### src/rtl/sprite_rom_reader_if.sv
// ROM read port between the sprite reader and the image ROM.
// The reader (master) drives an address every clock. The ROM (slave) returns
// the pixel at that address one clock later. There is no valid/ready pair:
// the bus never stalls, and the data always lags the address by exactly one
// cycle.
interface sprite_rom_reader_if;
    logic [11:0] rom_addr;
    logic [11:0] rom_rgb;

    modport master (output rom_addr, input rom_rgb);
    modport slave  (input rom_addr, output rom_rgb);
endinterface

### src/rtl/sprite_rom_reader.sv
// Sprite overlay stage for the VGA draw chain.
// For each raster position it decides whether the pixel lies inside the
// sprite window, addresses the image ROM and composites the returned colour
// over the background. Every timing signal is delayed 3 clocks so it stays
// aligned with the registered ROM read. The sprite position is
// double-buffered and only takes effect at a vsync rising edge.
module sprite_rom_reader #(
    parameter int          WIDTH        = 48,
    parameter int          HEIGHT       = 64,
    parameter bit          TRANSP_EN    = 1'b1,
    parameter logic [11:0] TRANSP_COLOR = 12'h000
) (
    input  logic                clk,
    input  logic                rst_n,
    input  logic [10:0]         hcount_in,
    input  logic [10:0]         vcount_in,
    input  logic                hsync_in,
    input  logic                vsync_in,
    input  logic                hblnk_in,
    input  logic                vblnk_in,
    input  logic [11:0]         rgb_in,
    input  logic [11:0]         xpos,
    input  logic [11:0]         ypos,
    input  logic                pos_valid,
    sprite_rom_reader_if.master rom,
    output logic [10:0]         hcount_out,
    output logic [10:0]         vcount_out,
    output logic                hsync_out,
    output logic                vsync_out,
    output logic                hblnk_out,
    output logic                vblnk_out,
    output logic [11:0]         rgb_out
);

    localparam logic [12:0] W13 = 13'(WIDTH);
    localparam logic [12:0] H13 = 13'(HEIGHT);

    // Timing bundle carried down the pipeline: {hcount, vcount, hs, vs, hb, vb}
    typedef struct packed {
        logic [10:0] hcount;
        logic [10:0] vcount;
        logic        hsync;
        logic        vsync;
        logic        hblnk;
        logic        vblnk;
    } timing_t;

    logic        vsync_q;
    logic [11:0] act_x_q, act_y_q;
    logic [11:0] pend_x_q, pend_y_q;
    logic        pend_q;

    timing_t     tim_in, tim_s1_q, tim_s2_q, tim_out_q;
    logic [11:0] rgb_s1_q, rgb_s2_q, rgb_out_q;
    logic        win_s1_q, win_s2_q;
    logic [11:0] rom_addr_q;

    logic        frame_start;
    logic [12:0] h13, v13, ax13, ay13, rel_x, rel_y;
    logic        in_win;
    logic [11:0] addr_d;
    logic [11:0] rgb_d;

    assign tim_in = '{hcount: hcount_in, vcount: vcount_in, hsync: hsync_in,
                      vsync: vsync_in, hblnk: hblnk_in, vblnk: vblnk_in};

    assign frame_start = vsync_in && !vsync_q;

    // Position double buffer: pending copy on pos_valid, promoted at frame start
    always_ff @(posedge clk or negedge rst_n) begin
        if (!rst_n) begin
            vsync_q  <= 1'b0;
            act_x_q  <= '0;
            act_y_q  <= '0;
            pend_x_q <= '0;
            pend_y_q <= '0;
            pend_q   <= 1'b0;
        end else begin
            vsync_q <= vsync_in;
            if (frame_start && pos_valid) begin
                act_x_q <= xpos;
                act_y_q <= ypos;
                pend_q  <= 1'b0;
            end else if (frame_start && pend_q) begin
                act_x_q <= pend_x_q;
                act_y_q <= pend_y_q;
                pend_q  <= 1'b0;
            end else if (pos_valid) begin
                pend_x_q <= xpos;
                pend_y_q <= ypos;
                pend_q   <= 1'b1;
            end
        end
    end

    // Stage 0 window test, widened to 13 bits so subtraction never wraps
    always_comb begin
        h13    = {2'b00, hcount_in};
        v13    = {2'b00, vcount_in};
        ax13   = {1'b0, act_x_q};
        ay13   = {1'b0, act_y_q};
        rel_x  = h13 - ax13;
        rel_y  = v13 - ay13;
        in_win = !hblnk_in && !vblnk_in &&
                 (h13 >= ax13) && (rel_x < W13) &&
                 (v13 >= ay13) && (rel_y < H13);
        addr_d = in_win ? {rel_y[5:0], rel_x[5:0]} : 12'h000;
    end

    // Composite: ROM colour inside the window unless it is the transparent key
    always_comb begin
        rgb_d = rgb_s2_q;
        if (win_s2_q && !(TRANSP_EN && (rom.rom_rgb == TRANSP_COLOR)))
            rgb_d = rom.rom_rgb;
    end

    // Three-stage pipeline: S1 address, S2 ROM read, S3 output register
    always_ff @(posedge clk or negedge rst_n) begin
        if (!rst_n) begin
            tim_s1_q   <= '0;
            tim_s2_q   <= '0;
            tim_out_q  <= '0;
            rgb_s1_q   <= '0;
            rgb_s2_q   <= '0;
            rgb_out_q  <= '0;
            win_s1_q   <= 1'b0;
            win_s2_q   <= 1'b0;
            rom_addr_q <= '0;
        end else begin
            tim_s1_q   <= tim_in;
            rgb_s1_q   <= rgb_in;
            win_s1_q   <= in_win;
            rom_addr_q <= addr_d;
            tim_s2_q   <= tim_s1_q;
            rgb_s2_q   <= rgb_s1_q;
            win_s2_q   <= win_s1_q;
            tim_out_q  <= tim_s2_q;
            rgb_out_q  <= rgb_d;
        end
    end

    assign rom.rom_addr = rom_addr_q;
    assign hcount_out   = tim_out_q.hcount;
    assign vcount_out   = tim_out_q.vcount;
    assign hsync_out    = tim_out_q.hsync;
    assign vsync_out    = tim_out_q.vsync;
    assign hblnk_out    = tim_out_q.hblnk;
    assign vblnk_out    = tim_out_q.vblnk;
    assign rgb_out      = rgb_out_q;

endmodule

### src/flat_wrapper.sv
// flat-port wrapper written by rule: the top's interface ports become plain ports
module sprite_rom_reader_flat 
#(
    parameter int          WIDTH        = 48,
    parameter int          HEIGHT       = 64,
    parameter bit          TRANSP_EN    = 1'b1,
    parameter logic [11:0] TRANSP_COLOR = 12'h000
)
  (clk, rst_n, hcount_in, vcount_in, hsync_in, vsync_in, hblnk_in, vblnk_in, rgb_in, xpos, ypos, pos_valid, hcount_out, vcount_out, hsync_out, vsync_out, hblnk_out, vblnk_out, rgb_out, rom_rom_addr, rom_rom_rgb);
  sprite_rom_reader_if rom_i ();
  input  logic clk;
  input  logic rst_n;
  input  logic [10:0] hcount_in;
  input  logic [10:0] vcount_in;
  input  logic hsync_in;
  input  logic vsync_in;
  input  logic hblnk_in;
  input  logic vblnk_in;
  input  logic [11:0] rgb_in;
  input  logic [11:0] xpos;
  input  logic [11:0] ypos;
  input  logic pos_valid;
  output logic [10:0] hcount_out;
  output logic [10:0] vcount_out;
  output logic hsync_out;
  output logic vsync_out;
  output logic hblnk_out;
  output logic vblnk_out;
  output logic [11:0] rgb_out;
  output wire logic [$bits(rom_i.rom_addr)-1:0] rom_rom_addr;
  input wire logic [$bits(rom_i.rom_rgb)-1:0] rom_rom_rgb;
  assign rom_rom_addr = rom_i.rom_addr;
  assign rom_i.rom_rgb = rom_rom_rgb;
  sprite_rom_reader #(.WIDTH(WIDTH), .HEIGHT(HEIGHT), .TRANSP_EN(TRANSP_EN), .TRANSP_COLOR(TRANSP_COLOR)) u_core (.clk(clk), .rst_n(rst_n), .hcount_in(hcount_in), .vcount_in(vcount_in), .hsync_in(hsync_in), .vsync_in(vsync_in), .hblnk_in(hblnk_in), .vblnk_in(vblnk_in), .rgb_in(rgb_in), .xpos(xpos), .ypos(ypos), .pos_valid(pos_valid), .rom(rom_i), .hcount_out(hcount_out), .vcount_out(vcount_out), .hsync_out(hsync_out), .vsync_out(vsync_out), .hblnk_out(hblnk_out), .vblnk_out(vblnk_out), .rgb_out(rgb_out));
endmodule
### config.mk
export PLATFORM = sky130hd
export DESIGN_NAME = sprite_rom_reader_flat
export DESIGN_NICKNAME = d
export VERILOG_FILES = /design/src/rtl/sprite_rom_reader_if.sv /design/src/rtl/sprite_rom_reader.sv /design/src/flat_wrapper.sv
export SDC_FILE = /design/constraint.sdc
export NUM_CORES = 1
export LEC_CHECK = 0
export ABC_AREA = 1
export CAP_MARGIN = 30
export CORE_UTILIZATION = 34
export CTS_CLUSTER_DIAMETER = 30
export DETAILED_ROUTE_END_ITERATION = 6
export GPL_TIMING_DRIVEN = 0
export PLACE_DENSITY = 0.53
export SLEW_MARGIN = 20
export SYNTH_ARGS = -nofsm -noshare
export SYNTH_HDL_FRONTEND = slang
export SYNTH_SLANG_ARGS = --single-unit
### constraint.sdc
create_clock -name clk -period 5.2 [get_ports clk]
set_clock_uncertainty 0.15 [all_clocks]
set_input_delay 1.04 -clock clk [delete_from_list [all_inputs] [get_ports clk]]
set_output_delay 1.04 -clock clk [all_outputs]
set_load 0.005 [all_outputs]
Word level (Yosys, flattened, before mapping)

Index checks and enable logic that the tools add are counted.

Register bits: 177
Output and inout port bits: 50
Bits of input ports: 77

Reduce and logical (&&, ||, !) cells: 17
Mux-type cells: 9
$add $sub $neg: 2
Bitwise operators: 2
$lt $le $gt $ge: 4

Operator list:

| cell                  | count |
|---|---|
| $mux W12              | 6 |
| $sub A11 B12 Y13      | 2 |
| $ge A11 B12 Y1        | 2 |
| $lt A13 B6 Y1 const B | 1 |
| $lt A13 B7 Y1 const B | 1 |
| $logic_not A12 Y1     | 1 |
| $logic_and A1 B1 Y1   | 9 |
| $logic_not A1 Y1      | 4 |
| $mux W1               | 3 |
| $reduce_and A3 Y1     | 1 |
| $reduce_bool A3 Y1    | 1 |
| $not A1 Y1            | 2 |
| $reduce_bool A2 Y1    | 1 |

Longest topological paths before layout

Depth in word-level cells: 7
Gate-level depth with buffers: 18
Depth with buffers taken out: 17

Worst setup path after synthesis

OpenSTA, ideal clock, no wires.

Path type: in2reg
Start: input vcount_in[0]
End: register u_core.rom_addr_q[10] (netlist: u_core.rom.rom_addr[10])
Buffers on the path: 1
Data arrival time: 2.661 ns
Stages: 18
Data required time: 4.981 ns
Setup time: 0.069 ns
Setup slack: 2.320 ns
Cell sequence: inv_1 -> ha_1 -> inv_1 -> fa_1 -> nand2_1 -> nand2_1 -> nand3_2 -> nand2_2 -> nand2_2 -> nand2_1 -> nand2_1 -> clkinv_1 -> nor2_1 -> nand3_1 -> nor2_2 -> nand2_2 -> buf_6 -> nor2_2

Longest elaborated chain between the ends: 4

RTL lines:

| what                                                 | RTL line                                           | source |
|---|---|---|
| from (decl)                                          | flat_wrapper.sv:14                                 | `input logic [10:0] vcount_in;` |
| $sub A11 B12 Y13 or $ge A11 B12 Y1 (tied branches)   | sprite_rom_reader.sv:103, sprite_rom_reader.sv:106 |  |
| $lt A13 B7 Y1 or $logic_and A1 B1 Y1 (tied branches) | sprite_rom_reader.sv:106, sprite_rom_reader.sv:105 |  |
| $logic_and A1 B1 Y1                                  | sprite_rom_reader.sv:106                           | `(v13 >= ay13) && (rel_y < H13);` |
| $mux W12 (*)                                         | sprite_rom_reader.sv:107                           | `addr_d = in_win ? {rel_y[5:0], rel_x[5:0]} : 12'h000;` |
| via u_core.addr_d[10]                                | sprite_rom_reader.sv:61                            | `logic [11:0] addr_d;` |
| to (signal assigned)                                 | sprite_rom_reader.sv:133                           | `rom_addr_q <= addr_d;` |
| to (decl)                                            | sprite_rom_reader.sv:56                            | `logic [11:0] rom_addr_q;` |

Mark *: on every way through the listed nets, which the timed path passes. The rest lies on a longest branch.
A chain may end at the register's enable or synchronous reset.

Final worst setup path

Start: input hcount_in[0]
End: register u_core.rom_addr_q[8] (netlist: u_core.rom.rom_addr[8])

Longest elaborated chain between the ends: 6

RTL lines:

| what                                                 | RTL line                                           | source |
|---|---|---|
| from (decl)                                          | flat_wrapper.sv:13                                 | `input logic [10:0] hcount_in;` |
| $sub A11 B12 Y13 or $ge A11 B12 Y1 (tied branches)   | sprite_rom_reader.sv:102, sprite_rom_reader.sv:105 |  |
| $lt A13 B6 Y1 or $logic_and A1 B1 Y1 (tied branches) | sprite_rom_reader.sv:105, sprite_rom_reader.sv:104 |  |
| $logic_and A1 B1 Y1 (*) (2 in a row)                 | sprite_rom_reader.sv:105                           | `(h13 >= ax13) && (rel_x < W13) &&` |
| $logic_and A1 B1 Y1 (*)                              | sprite_rom_reader.sv:106                           |  |
| $mux W12 (*)                                         | sprite_rom_reader.sv:107                           |  |
| via u_core.addr_d[8]                                 | sprite_rom_reader.sv:61                            |  |

Marks and branches as above.

==> impl_metrics.json <==
{
  "drc": 0,
  "hold_end": "u_core.tim_s2_q[25]",
  "maxCapViolCount": 0,
  "slew_headroom": 0.562,
  "cp_common_cell": "nand2_1",
  "grt_pass1_vias": 5031,
  "whs_ps": 195,
  "core_mm2": 0.0197,
  "r2r_slack_ps": 2710,
  "drt_iter0_markers": 260,
  "arrival_ps": 3430,
  "synth_top_area_cell": "dfrtp_1",
  "setup-violations-final": 0,
  "r2r_start": "u_core.act_x_q[0]",
  "reg2reg_to": "u_core.rom.rom_addr[8]",
  "worstPathCellList": "clkdlybuf4s50_1 -> inv_1 -> ha_1 -> inv_1 -> fa_1 -> nand3_1 -> nand2_2 -> nand2_1 -> nand3b_1 -> nand2_1 -> nand2_1 -> nor2_1 -> nand4_1 -> nor2_2 -> nand2_2 -> buf_6 -> nor2_2",
  "finalCritPeriodShare": 0.620,
  "rsz0062_at_grt": "false",
  "synth_cells": 673,
  "routed_wl_um": 14500,
  "cts_hold_buf": 0,
  "grt_max_degree": 91,
  "num_vias": 4842,
  "clk_pin_slew_ps": 70,
  "cts-buffers-inserted": 17,
  "dpl.hpwl_um": 10900,
  "crit_fanout": 10,
  "avgSynthCellArea_um2": 10.2,
  "antenna_found_initial": 0,
  "finalCriticalPeriod_ps": 3230,
  "start_kind": "input pin",
  "vias_per_cell": 4.41,
  "synth_cell_types": 33,
  "power_density_mw_per_mm2": 380,
  "ys_ff_latch": 177,
  "hp-start": "u_core.tim_s1_q[25]",
  "critPathBufInv": 4,
  "hp-class": "flip-flop to flip-flop",
  "synth_top_area_frac": 0.644,
  "wl_met1_um": 6920,
  "fp-row-count": 51,
  "leakage_nw": 4.39,
  "status": "finished, final reports clean",
  "io_pins": 127,
  "n_fill_cell": 1880,
  "seq_area_frac_synth": 0.644,
  "die_w_um": 144,
  "ir_drop_uv": 221,
  "start_util": 0.350,
  "hold_viol": 0,
  "path_class": "input pin to flip-flop",
  "dr_wl_met3_um": 701,
  "grt_use_total": 0.152,
  "grt_pass1_wl_um": 24000,
  "dpl.cell_count": 1065,
  "fin_cells": 1097,
  "cts_buffer_depth": 2,
  "first_pass_iters": 4,
  "synthesis.area_mm2": 0.00688,
  "tightest_slew_ps": 652,
  "yosysWarningCount": 0,
  "cts-htree-levels": 4,
  "ant_nets": 0,
  "slowest_stage": "fa_1",
  "end_kind": "flip-flop",
  "final_cell_area_mm2": 0.00913,
  "reg2reg_depth": 15,
  "syn_nets": 774,
  "fin_tns_setup_ps": 0,
  "max_freq_mhz": 310,
  "cts_tree": "yes",
  "cts_resized": 0,
  "clockRootBuffer": "clkbuf_16",
  "cts_setup_buffers": 0,
  "drive_above_1_share": 0.0769,
  "antenna_cells": 0,
  "wl_met2_um": 6850,
  "die_h_um": 144,
  "clock_sinks": 177,
  "worst_ep_required_time_ps": 5400,
  "areaGrowthSynthToFinish_pct": 32.7,
  "cpPeakStageDelay_ps": 450,
  "crit_family": "simple AND/OR/NAND/NOR gates",
  "nets": 920,
  "final_max_slew_viol_count": 0,
  "grt_overflow": 0,
  "routedWlPerCell_um": 13.2,
  "placed_cell_area_mm2": 0.00851,
  "hold_depth": 0,
  "place.gp.congestion": 0.873,
  "synth_area_leaders": "dfrtp_1 (64%), inv_1 (5.7%), nand2_1 (5.6%), o21ai_0 (4.2%), a21oi_1 (4.1%)",
  "dieArea_mm2": 0.0208,
  "io_buffers": 126,
  "clkLatencyLatePin_ps": 430,
  "topRoutingLayerUsed": "met4"
}
[cell type report]
class | instances | area, um2 | share of cell area
plain buffers | 17 | 73.8 | 0.00809
clock buffers | 21 | 470 | 0.0515
clock inverters | 11 | 151 | 0.0166
inverters | 109 | 409 | 0.0448
multi-input cells | 370 | 1970 | 0.216
flip-flops and latches | 177 | 4430 | 0.485
well taps | 265 | 332 | 0.0363
repair buffers | 127 | 1290 | 0.142
[synthesized netlist by cell type, drive strengths merged]
cell type,number
or2,1
a21boi,1
o211ai,1
nor3,2
xnor2,5
clkinv,1
nor2,60
fa,2
xor2,1
inv,108
buf,3
o31ai,1
nand3,29
dfrtp,177
nand3b,1
ha,22
o21ai,59
a31oi,1
clkbuf,14
a21o,2
a21oi,59
nand2,109
o21bai,3
and2,1
a22oi,1
nand4,9
[layer usage]
| metal | global-route usage | up-vias |
|---|---|---|
| li1 | - | 2418 |
| met1 | 0.192 | 2300 |
| met2 | 0.253 | 116 |
| met3 | 0.0447 | 8 |
| met4 | 0.0388 | 0 |
| met5 | 0 | - |
[state kept, by name, indices dropped and copies added (netlist names), 11 cells and up]
name / flops
u_core.vcount_out: 11
u_core.rgb_s1_q: 12
u_core.pend_y_q: 12
u_core.tim_s1_q: 25
u_core.act_y_q: 12
u_core.hcount_out: 11
u_core.rom.rom_addr: 12
u_core.rgb_out: 12
u_core.tim_s2_q: 26
u_core.rgb_s2_q: 12
u_core.pend_x_q: 12
u_core.act_x_q: 12
[how the worst max path moves through the flow]
stage                      start                       to  depth (start not counted)
floorplan           vcount_in[0]  u_core.rom.rom_addr[10]                         18
global placement           rst_n       u_core.pend_y_q[5]                          1
detailed placement  hcount_in[0]   u_core.rom.rom_addr[8]                         17
CTS                 hcount_in[0]   u_core.rom.rom_addr[8]                         17
global route        hcount_in[0]   u_core.rom.rom_addr[7]                         17
finish              hcount_in[0]   u_core.rom.rom_addr[8]                         17
[report_power, final]
group	switching [mW]	total [mW]	internal, mW	leakage (nW)
registers	0.0309	1.51	1.48	2.09
clock network	0.529	1.33	0.800	0.304
logic	0.373	0.630	0.257	2.00
[layout by cell type, fill, tap and decap left out, types with 3 or more instances in the layout]
cell type	Yosys	layout
clkbuf_1	14	15
inv_1	105	105
clkbuf_16	0	17
o21ai_0	58	58
clkdlybuf4s50_1	0	125
bufinv_16	0	3
nand2_2	6	6
a21oi_1	57	57
inv_2	3	3
nand2_1	103	103
clkbuf_8	0	3
xnor2_1	5	5
inv_6	0	3
nand4_1	9	9
o21bai_1	3	3
nand3_1	27	27
nor2_1	46	46
dfrtp_1	177	177
ha_1	22	22
nor2_2	14	14
[per-stage QoR]
| step | power [mW] | setup slack (ps) | utilization |
|---|---|---|---|
| 2_1_floorplan | 1.93 | 2320 | - |
| 3_3_place_gp | 2.16 | -3930 | 0.431 |
| 3_5_place_dp | 2.17 | 1480 | 0.433 |
| 4_1_cts | 3.52 | 1930 | 0.464 |
| 5_1_grt | 3.68 | 1750 | 0.464 |
| 6_report | 3.47 | 1970 | 0.464 |
[cell families (layout without fill, tap and decap cells)]
group                    count (synthesis)  in the layout  synth area share
adder cells (fa/ha/maj)                 24             24            0.0458
AO/OA/AOI/OAI                          128            128            0.0982
buffers and inverters                  126            285            0.0702
XOR/XNOR                                 6              6           0.00764
flip-flops                             177            177             0.644
AND/OR/NAND/NOR                        212            212             0.135
Power figures use the tool's default switching activity.
